$ cat config.mk
export PLATFORM = sky130hd
export DESIGN_NAME = guess_judge
export DESIGN_NICKNAME = d
export VERILOG_FILES = /design/src/rtl/guess_pkg.sv /design/src/rtl/guess_digit_check.sv /design/src/rtl/guess_judge.sv
export SDC_FILE = /design/constraint.sdc
export NUM_CORES = 1
export LEC_CHECK = 0
export BUFFER_PORTS_ARGS = -buffer_cell sky130_fd_sc_hd__buf_2
export CORE_MARGIN = 2
export CORE_UTILIZATION = 30
export CTS_CLUSTER_DIAMETER = 80
export DETAILED_ROUTE_END_ITERATION = 10
export PLACE_DENSITY = 0.49
export SKIP_CTS_REPAIR_TIMING = 1
export SYNTH_ARGS = -nofsm -noshare
export SYNTH_HDL_FRONTEND = slang
export SYNTH_SLANG_ARGS = --single-unit
$ cat constraint.sdc
create_clock -name clk_div -period 4.6 [get_ports clk_div]
set_input_delay 0.23 -clock clk_div [delete_from_list [all_inputs] [get_ports clk_div]]
set_output_delay 0.23 -clock clk_div [all_outputs]
set_load 0.01 [all_outputs]
$ cat src/rtl/guess_pkg.sv
// Shared types and constants for the guess-number judge stage.
package guess_pkg;

    typedef enum logic [2:0] {
        ST_LOCKED,
        ST_ENTRY,
        ST_CHECK,
        ST_SCORE,
        ST_WON,
        ST_LOST
    } state_t;

    localparam logic [3:0] KEY_CLR = 4'hA;
    localparam logic [3:0] KEY_ENT = 4'hB;

    localparam int DEF_DIGITS    = 4;
    localparam int DEF_MAX_TRIES = 10;

endpackage

$ cat src/rtl/guess_digit_check.sv
// Combinational well-formed check on a BCD word: every nibble 0..9 and all nibbles distinct.
module guess_digit_check
    import guess_pkg::*;
#(
    parameter int DIGITS = DEF_DIGITS
) (
    input  logic [4*DIGITS-1:0] i_bcd,
    output logic                o_valid
);

    logic [DIGITS-1:0]        w_in_range;
    logic [DIGITS*DIGITS-1:0] w_dup;

    genvar gi, gj;
    generate
        for (gi = 0; gi < DIGITS; gi++) begin : g_nib
            assign w_in_range[gi] = (i_bcd[4*gi +: 4] <= 4'd9);
            // Only the upper triangle holds real pair comparisons.
            for (gj = 0; gj < DIGITS; gj++) begin : g_pair
                if (gj > gi) begin : g_cmp
                    assign w_dup[gi*DIGITS + gj] = (i_bcd[4*gi +: 4] == i_bcd[4*gj +: 4]);
                end else begin : g_none
                    assign w_dup[gi*DIGITS + gj] = 1'b0;
                end
            end
        end
    endgenerate

    assign o_valid = (&w_in_range) && !(|w_dup);

endmodule

$ cat src/rtl/guess_judge.sv
// Judge stage: collects keypad digits, validates a submitted guess and scores it
// one digit per cycle against the loaded secret.
module guess_judge
    import guess_pkg::*;
#(
    parameter int DIGITS    = DEF_DIGITS,
    parameter int MAX_TRIES = DEF_MAX_TRIES
) (
    input  logic                clk_div,
    input  logic                rst,
    input  logic                ans_load,
    input  logic [4*DIGITS-1:0] ans_in,
    input  logic                key_valid,
    input  logic [3:0]          key_code,
    output logic                inCorrect,
    output logic                ansCorrect,
    output logic [2:0]          a_count,
    output logic [2:0]          b_count,
    output logic [4*DIGITS-1:0] guess_bcd,
    output logic [2:0]          digit_cnt,
    output logic [3:0]          try_cnt,
    output logic                game_over,
    output logic                busy
);

    state_t              r_state;
    logic [4*DIGITS-1:0] r_secret;
    logic [4*DIGITS-1:0] r_guess;
    logic [2:0]          r_digit_cnt;
    logic [3:0]          r_try_cnt;
    logic [2:0]          r_a_count;
    logic [2:0]          r_b_count;
    logic                r_in_correct;
    logic                r_ans_correct;
    logic [2:0]          r_idx;
    logic [2:0]          r_acc_a;
    logic [2:0]          r_acc_b;

    logic       w_ans_ok;
    logic       w_guess_ok;
    logic [3:0] w_g_digit;
    logic       w_hit_a;
    logic       w_hit_b;
    logic [2:0] w_a_sum;
    logic [2:0] w_b_sum;
    logic [3:0] w_try_inc;
    logic       w_last;
    logic       w_key_digit;
    logic       w_guess_full;

    guess_digit_check #(.DIGITS(DIGITS)) u_ans_check (
        .i_bcd   (ans_in),
        .o_valid (w_ans_ok)
    );

    guess_digit_check #(.DIGITS(DIGITS)) u_guess_check (
        .i_bcd   (r_guess),
        .o_valid (w_guess_ok)
    );

    // Guess digit under the score index against every secret position.
    always_comb begin
        w_g_digit = '0;
        w_hit_a   = 1'b0;
        w_hit_b   = 1'b0;
        for (int i = 0; i < DIGITS; i++) begin
            if (r_idx == 3'(i)) w_g_digit = r_guess[4*i +: 4];
        end
        for (int j = 0; j < DIGITS; j++) begin
            if (w_g_digit == r_secret[4*j +: 4]) begin
                if (r_idx == 3'(j)) w_hit_a = 1'b1;
                else                w_hit_b = 1'b1;
            end
        end
    end

    assign w_a_sum      = r_acc_a + 3'(w_hit_a);
    assign w_b_sum      = r_acc_b + 3'(w_hit_b);
    assign w_try_inc    = r_try_cnt + 4'd1;
    assign w_last       = (r_idx == 3'(DIGITS - 1));
    assign w_key_digit  = (key_code <= 4'd9);
    assign w_guess_full = (r_digit_cnt == 3'(DIGITS));

    always_ff @(posedge clk_div or negedge rst) begin
        if (!rst) begin
            r_state       <= ST_LOCKED;
            r_secret      <= '0;
            r_guess       <= '0;
            r_digit_cnt   <= '0;
            r_try_cnt     <= '0;
            r_a_count     <= '0;
            r_b_count     <= '0;
            r_in_correct  <= 1'b0;
            r_ans_correct <= 1'b0;
            r_idx         <= '0;
            r_acc_a       <= '0;
            r_acc_b       <= '0;
        end else if (ans_load && w_ans_ok) begin
            // New game wins over any key and aborts a scoring pass in flight.
            r_state       <= ST_ENTRY;
            r_secret      <= ans_in;
            r_guess       <= '0;
            r_digit_cnt   <= '0;
            r_try_cnt     <= '0;
            r_a_count     <= '0;
            r_b_count     <= '0;
            r_in_correct  <= 1'b0;
            r_ans_correct <= 1'b0;
            r_idx         <= '0;
            r_acc_a       <= '0;
            r_acc_b       <= '0;
        end else begin
            case (r_state)
                ST_ENTRY: begin
                    if (key_valid) begin
                        if (w_key_digit) begin
                            if (!w_guess_full) begin
                                r_guess     <= {r_guess[4*DIGITS-5:0], key_code};
                                r_digit_cnt <= r_digit_cnt + 3'd1;
                            end
                        end else if (key_code == KEY_CLR) begin
                            r_guess     <= '0;
                            r_digit_cnt <= '0;
                        end else if (key_code == KEY_ENT) begin
                            r_state <= ST_CHECK;
                        end
                    end
                end
                ST_CHECK: begin
                    if (w_guess_full && w_guess_ok) begin
                        r_in_correct <= 1'b1;
                        r_idx        <= '0;
                        r_acc_a      <= '0;
                        r_acc_b      <= '0;
                        r_state      <= ST_SCORE;
                    end else begin
                        r_in_correct  <= 1'b0;
                        r_a_count     <= '0;
                        r_b_count     <= '0;
                        r_ans_correct <= 1'b0;
                        r_guess       <= '0;
                        r_digit_cnt   <= '0;
                        r_state       <= ST_ENTRY;
                    end
                end
                ST_SCORE: begin
                    if (w_last) begin
                        r_a_count     <= w_a_sum;
                        r_b_count     <= w_b_sum;
                        r_ans_correct <= (w_a_sum == 3'(DIGITS));
                        r_try_cnt     <= w_try_inc;
                        if (w_a_sum == 3'(DIGITS)) begin
                            r_state <= ST_WON;
                        end else if (w_try_inc == 4'(MAX_TRIES)) begin
                            r_state <= ST_LOST;
                        end else begin
                            r_state     <= ST_ENTRY;
                            r_guess     <= '0;
                            r_digit_cnt <= '0;
                        end
                    end else begin
                        r_idx   <= r_idx + 3'd1;
                        r_acc_a <= w_a_sum;
                        r_acc_b <= w_b_sum;
                    end
                end
                default: ;
            endcase
        end
    end

    assign inCorrect  = r_in_correct;
    assign ansCorrect = r_ans_correct;
    assign a_count    = r_a_count;
    assign b_count    = r_b_count;
    assign guess_bcd  = r_guess;
    assign digit_cnt  = r_digit_cnt;
    assign try_cnt    = r_try_cnt;
    assign game_over  = (r_state == ST_WON) || (r_state == ST_LOST);
    assign busy       = (r_state == ST_CHECK) || (r_state == ST_SCORE);

endmodule
==> run_results.csv, run 1 <==
group,metric,value,unit
synthesis,synth_ff_type,"dfrtp_1",
min_path,hold_class,"in -> async",
global_routing,antenna_found_initial,0,
drt,viasPerCell,5.128,
synthesis,yosysWarnings,0,
floorplan,dieArea,15050,um2
worst_setup_path,cp-startpoint,"guess_bcd[12]",
global_routing,grt_usage,16.73,%
synthesis,ys_types,56,
cells_and_area,nNetsFinal,576,
power_and_ir_drop,total_power,3181,uW
floorplan,coreArea,13830,um2
global_routing,grt_max_degree,60,
placed_design,gp_congestion,0.9295,
synthesis,async_reset_ff_share,100.0,%
clock_network,cts_tree,"built",
timing,worst_hold_slack,0.04935,ns
timing,setup_viol,0,
clock_network,cts_sinks,59,
status,status,"complete, no violations",
floorplan,die_width,122.7,um
flow_run,drv_cap,0,
floorplan,rows,43,
synthesis,yosysSeqAreaShare,34.94,%
drt,vias,3713,
worst_setup_path,r2r_setup_slack,0.37,ns
drt,remaining_drc_errors,0,
worst_setup_path,r2r-start,"guess_bcd[12]",
synthesis,syn_inst,489,
worst_setup_path,worst_setup_path_start_kind,"flop",
worst_setup_path,worstSetupEndpoint,"guess_bcd[13]",
floorplan,fp.dieH,122.7,um
synthesis,syn_nets,526,
timing,max_freq,0.2362,GHz
synthesis,ys_ff_latch,59,
clock_network,htree_levels,3,
timing,max_slew_margin,47.93,%
power_and_ir_drop,cellPowerDensity,624.3,nW/um2
placed_design,port_buffers,56,
synthesis,synth-edff-count,0,
floorplan,start_util,30.56,%
worst_setup_path,cp.required,4.86,ns
timing,slew_violations,0,
placed_design,place_hpwl,8785,um
synthesis,syn_avg_cell_area,8.641,um2
drt,ant_nets,0,
clock_network,cts-root-buf,"clkbuf_16",
drt,wire_per_inst,16.72,um
drt,drt_wl_total,12100,um
timing,fin_worst_skew,0.004348,ns
clock_network,clkTransAtPathRegs,0.05,ns
worst_setup_path,crit_path_max_fanout,32,
worst_setup_path,rr_worst_depth,18,
worst_setup_path,timing.rr.end,"guess_bcd[13]",
clock_network,cts.path.max_buffers,2,
cells_and_area,drive_gt1_share,19.67,%
global_routing,first_global_vias,3557,
worst_setup_path,endpoint_kind,"flop",
synthesis,netlist_area,4225,um2
worst_setup_path,worstPathArrival,4.49,ns
timing,tightest_slew,0.7810,ns
global_routing,grt_pass1_wl,19660,um
timing,hold_viol_final,0,
drt,first_iter_violations,99,
worst_setup_path,worst-setup-path-type,"reg -> reg",
power_and_ir_drop,p_leak,0.002309,uW
cells_and_area,diodes,0,
floorplan,io_pins,57,
clock_network,clkLatencyLatePin,0.33,ns
timing,fin_crit,4.234,ns
drt,drt_pre_antenna_iters,6,
power_and_ir_drop,ir_worst_vdd,284.3,uV
global_routing,grt_remaining_overflow,0,
cells_and_area,area_growth,20.61,%
clock_network,cts_made_buffers,9,
timing,fin_crit_sh,92.04,%
==> worst min path at each step <==
stage	from	depth (start not counted)	slack [ns]	endpoint
after global routing	rst	2	0.13	r_acc_b[1]
after global placement	rst	2	0.44	try_cnt[0]
after CTS	rst	2	0.09	try_cnt[3]
final	rst	2	0.05	try_cnt[0]
after detailed placement	rst	2	0.45	try_cnt[0]
after floorplan	rst	0	-0.07	a_count[0]
==> through the flow <==
stage               instances  worst slack [ns]  utilization, %  cell area, um2  TNS [ns]
floorplan                 489            0.2841               -            4225         0
global placement          708            0.2361           34.26            4737         0
detailed placement        708            0.1297           34.26            4737         0
CTS                       724            0.1092           36.50            5047         0
global route              724          -0.04237           36.86            5096   -0.2225
finish                    724            0.3664           36.86            5096         0
==> layer usage <==
layer,global-route usage (%),vias to the layer above,part of all wire (%)
met2,26.07,70,48
met1,22.54,1789,47
li1,-,1833,-
met5,0,-,0
met4,7.687,0,2.5
met3,2.881,21,3.1
==> state kept, by name, indices dropped and copies added (netlist names) <==
signal	cells
ansCorrect	1
r_state	3
digit_cnt	3
inCorrect	1
b_count	3
r_secret	16
try_cnt	4
r_acc_a	3
a_count	3
r_acc_b	3
guess_bcd	16
r_idx	3
==> critical path, cell delays in order, from the launching register on <==
cell and delay, ns:
dfrtp_1 0.58, xor2_1 0.25, o41ai_1 0.34, nand3_1 0.19, a2111oi_1 0.38, and3_1 0.27, a22oi_1 0.10, o21ai_0 0.20
ha_1 0.20, ha_1 0.20, xnor2_1 0.10, or3_1 0.33, a31oi_2 0.23, nor4_4 0.08, buf_4 0.15, a21oi_2 0.17
buf_12 0.19, nand2_1 0.07, o21ai_1 0.10
==> cells in the final DEF (no fill, tap or decap), types with 3 or more instances in the layout <==
master / n
nand3_1: 11
nor4_1: 7
nor2_1: 28
ha_1: 10
nor2b_1: 11
xor2_1: 30
nand4_1: 19
o21ai_1: 18
xnor2_1: 39
nor3_1: 4
o22ai_1: 3
clkbuf_16: 9
o41ai_1: 3
dfrtp_1: 59
buf_2: 56
a211oi_1: 3
a22o_1: 7
a22oi_1: 3
inv_1: 15
o21ai_0: 28
mux2i_1: 4
nor4_4: 3
nand2b_1: 6
nand2_1: 52
a41oi_1: 3
nand3b_1: 6
mux2_1: 9
buf_4: 17
a21oi_1: 25
==> synth_stat cells (6+ instances only) <==
cell type	number	area share, %
inv_1	15	1.3
nand2_1	52	4.6
xor2_1	30	6.2
buf_2	24	2.8
a21oi_1	26	3.1
o21ai_1	17	2.0
a22o_1	7	1.5
dfrtp_1	59	35
o21ai_0	29	3.4
mux2_1	9	2.4
nand3b_1	6	1.1
nand2b_1	6	0.89
nor4_1	8	1.2
ha_1	13	3.8
nand3_1	11	1.3
xnor2_1	39	8.1
clkbuf_1	12	1.1
nand4_1	19	2.8
nor2_1	28	2.5
nor2b_1	11	1.6
==> logic make-up (layout without fill, tap and decap cells) <==
logic type | count (synthesis) | after routing | synth area share (%)
compound gates | 117 | 117 | 17.26
xor+xnor | 69 | 69 | 14.30
fa+ha+maj | 13 | 13 | 3.850
buf+inv | 52 | 107 | 5.330
flops | 59 | 59 | 34.94
mux | 15 | 15 | 3.879
simple gates | 164 | 164 | 20.43
==> layout make-up <==
class	instances	area [um2]
Clock buffer	11	232.7
Clock inverter	5	77.57
Fill cell	1356	8731
Inverter	16	60.06
Multi-Input combinational cell	378	2576
Sequential cell	59	1476
Tap cell	180	225.2
Timing Repair Buffer	75	447.9
==> power breakdown <==
part	leakage [uW]	internal [uW]	switching (uW)
combinational	0.00138	686	835
sequential	0.000780	665	286
clock	0.000150	472	238
(Power assumes the default switching activity.)
==> inputs of run 2 (changes only) <==
- REMOVE_ABC_BUFFERS: default -> 1
==> run_results.csv, run 2 (synthesis gave the netlist of run 1 again) <==
group,metric,value,unit
status,status,"complete, no violations",
cells_and_area,fin_cells,721,
power_and_ir_drop,p_leak,0.002289,uW
drt,viasPerCell,5.252,
placed_design,port_buffers,56,
floorplan,io_pins,57,
drt,vias,3787,
clock_network,cts.path.max_buffers,2,
clock_network,clkTransAtPathRegs,0.05,ns
global_routing,antenna_found_initial,0,
timing,setup_viol,0,
worst_setup_path,r2r_setup_slack,0.22,ns
global_routing,grt_pass1_wl,20000,um
worst_setup_path,worstPathArrival,4.62,ns
drt,drt_pre_antenna_iters,5,
timing,fin_crit_sh,95.13,%
timing,tightest_slew,0.7747,ns
drt,remaining_drc_errors,0,
worst_setup_path,endpoint_kind,"flop",
worst_setup_path,slowest_delay,0.48,ns
drt,wire_per_inst,16.85,um
worst_setup_path,crit_buf_inv,2,
worst_setup_path,rr_worst_depth,20,
placed_design,dp.cells,705,
worst_setup_path,crit_path_max_fanout,28,
worst_setup_path,crit_family,"simple AND/OR/NAND/NOR gates",
clock_network,cts_made_buffers,9,
cells_and_area,mostFrequentLayoutCell,"dfrtp_1",
clock_network,clkLatencyLatePin,0.33,ns
flow_run,drv_cap,0,
cells_and_area,final_util,36.58,%
floorplan,start_util,30.56,%
worst_setup_path,timing.rr.end,"digit_cnt[2]",
global_routing,grt_max_degree,60,
global_routing,grt_usage,16.97,%
floorplan,dieArea,15050,um2
worst_setup_path,path_cells,"ha_1, ha_1, buf_12, nor2_1, nand2b_1, nor3_1, a2111oi_2, buf_4, and4_1, a31oi_1, o21ai_1, ha_1, ha_1, xnor2_1, or3_1, a31oi_2, nor4_4, nand2_1, or4_1, a21oi_1",
worst_setup_path,worst-setup-path-type,"reg -> reg",
floorplan,coreArea,13830,um2
global_routing,grt_remaining_overflow,0,
clock_network,htree_levels,3,
power_and_ir_drop,cellPowerDensity,621.7,nW/um2
worst_setup_path,cp.required,4.84,ns
worst_setup_path,worst_setup_path_start_kind,"flop",
cells_and_area,final_cell_mix,"dfrtp_1, buf_2, nand2_1",
drt,drt_wl_total,12150,um
placed_design,place_hpwl,8771,um
timing,max_slew_margin,48.35,%
worst_setup_path,crit_top_cell,"ha_1",
timing,fin_worst_skew,0.004817,ns
worst_setup_path,slowest_stage,"or4_1",
floorplan,rows,43,
cells_and_area,drive_gt1_share,18.85,%
timing,max_freq,0.2285,GHz
timing,slew_violations,0,
cells_and_area,area_growth,19.72,%
floorplan,die_width,122.7,um
placed_design,gp_congestion,0.8639,
clock_network,cts-root-buf,"clkbuf_16",
clock_network,cts_sinks,59,
drt,ant_nets,0,
timing,hold_viol_final,0,
cells_and_area,nNetsFinal,573,
drt,first_iter_violations,113,
cells_and_area,diodes,0,
power_and_ir_drop,ir_worst_vdd,264.0,uV
timing,fin_crit,4.376,ns
min_path,hold_class,"in -> async",
floorplan,fp.dieH,122.7,um
global_routing,first_global_vias,3830,
power_and_ir_drop,total_power,3145,uW
timing,worst_hold_slack,0.04432,ns
worst_setup_path,r2r-start,"r_idx[0]",
clock_network,cts_tree,"built",
## run 2: cell types whose count changed in the layout (fill, tap and decap cells not counted), moves of 2 or more
cell,delta
buf_4,-3
and3b_1,+2
and3b_2,-2
clkbuf_1,+2
## run 2: final cells by class
| type | instances | area, um2 |
|---|---|---|
| Fill cell | 1397 | 8768 |
| Multi-Input combinational cell | 378 | 2582 |
| Sequential cell | 59 | 1476 |
| Timing Repair Buffer | 72 | 425.4 |
| Clock buffer | 14 | 254.0 |
| Tap cell | 180 | 225.2 |
| Inverter | 16 | 60.06 |
| Clock inverter | 2 | 35.03 |
## run 2: how the worst max path moves through the flow
stage / from / cells past startpoint / slack, ns / end
floorplan: r_idx[2] / 16 / -0.40 / digit_cnt[0]
global placement: r_idx[0] / 20 / -0.03 / guess_bcd[14]
global route: r_idx[1] / 19 / -0.04 / digit_cnt[2]
CTS: r_idx[0] / 19 / -0.17 / digit_cnt[2]
finish: r_idx[0] / 20 / 0.22 / digit_cnt[2]
detailed placement: r_idx[0] / 19 / -0.09 / digit_cnt[2]
## run 2: worst reg2reg max path, delay by kind of cell, from the launching register on
kind	cells	cell delay, ns
DFF	1	0.44
buffers and inverters	2	0.34
and+or+nand+nor	8	1.75
AOI/OAI and AO/OA	5	0.61
xor gates and xnor gates	1	0.26
adders and majority gates	4	0.88
## run 2: power breakdown
part | switching (uW) | internal [uW]
Combinational | 861 | 679
Clock | 231 | 434
Sequential | 275 | 666
## run 2: metrics by stage
stage | setup WS (ns) | cell area, um2 | setup TNS (ns)
floorplan | -0.3966 | 4060 | -6.345
global placement | -0.03099 | 4715 | -0.3727
global route | -0.03976 | 5059 | -0.03976
finish | 0.2240 | 5059 | 0
detailed placement | -0.08961 | 4715 | -0.9763
CTS | -0.1738 | 5004 | -2.306
## run 2: metal layers
layer | GRT usage (%) | share of wire, %
met5 | 0 | 0
met4 | 7.112 | 2.0
met3 | 3.160 | 3.3
met2 | 27.69 | 48
met1 | 21.98 | 46
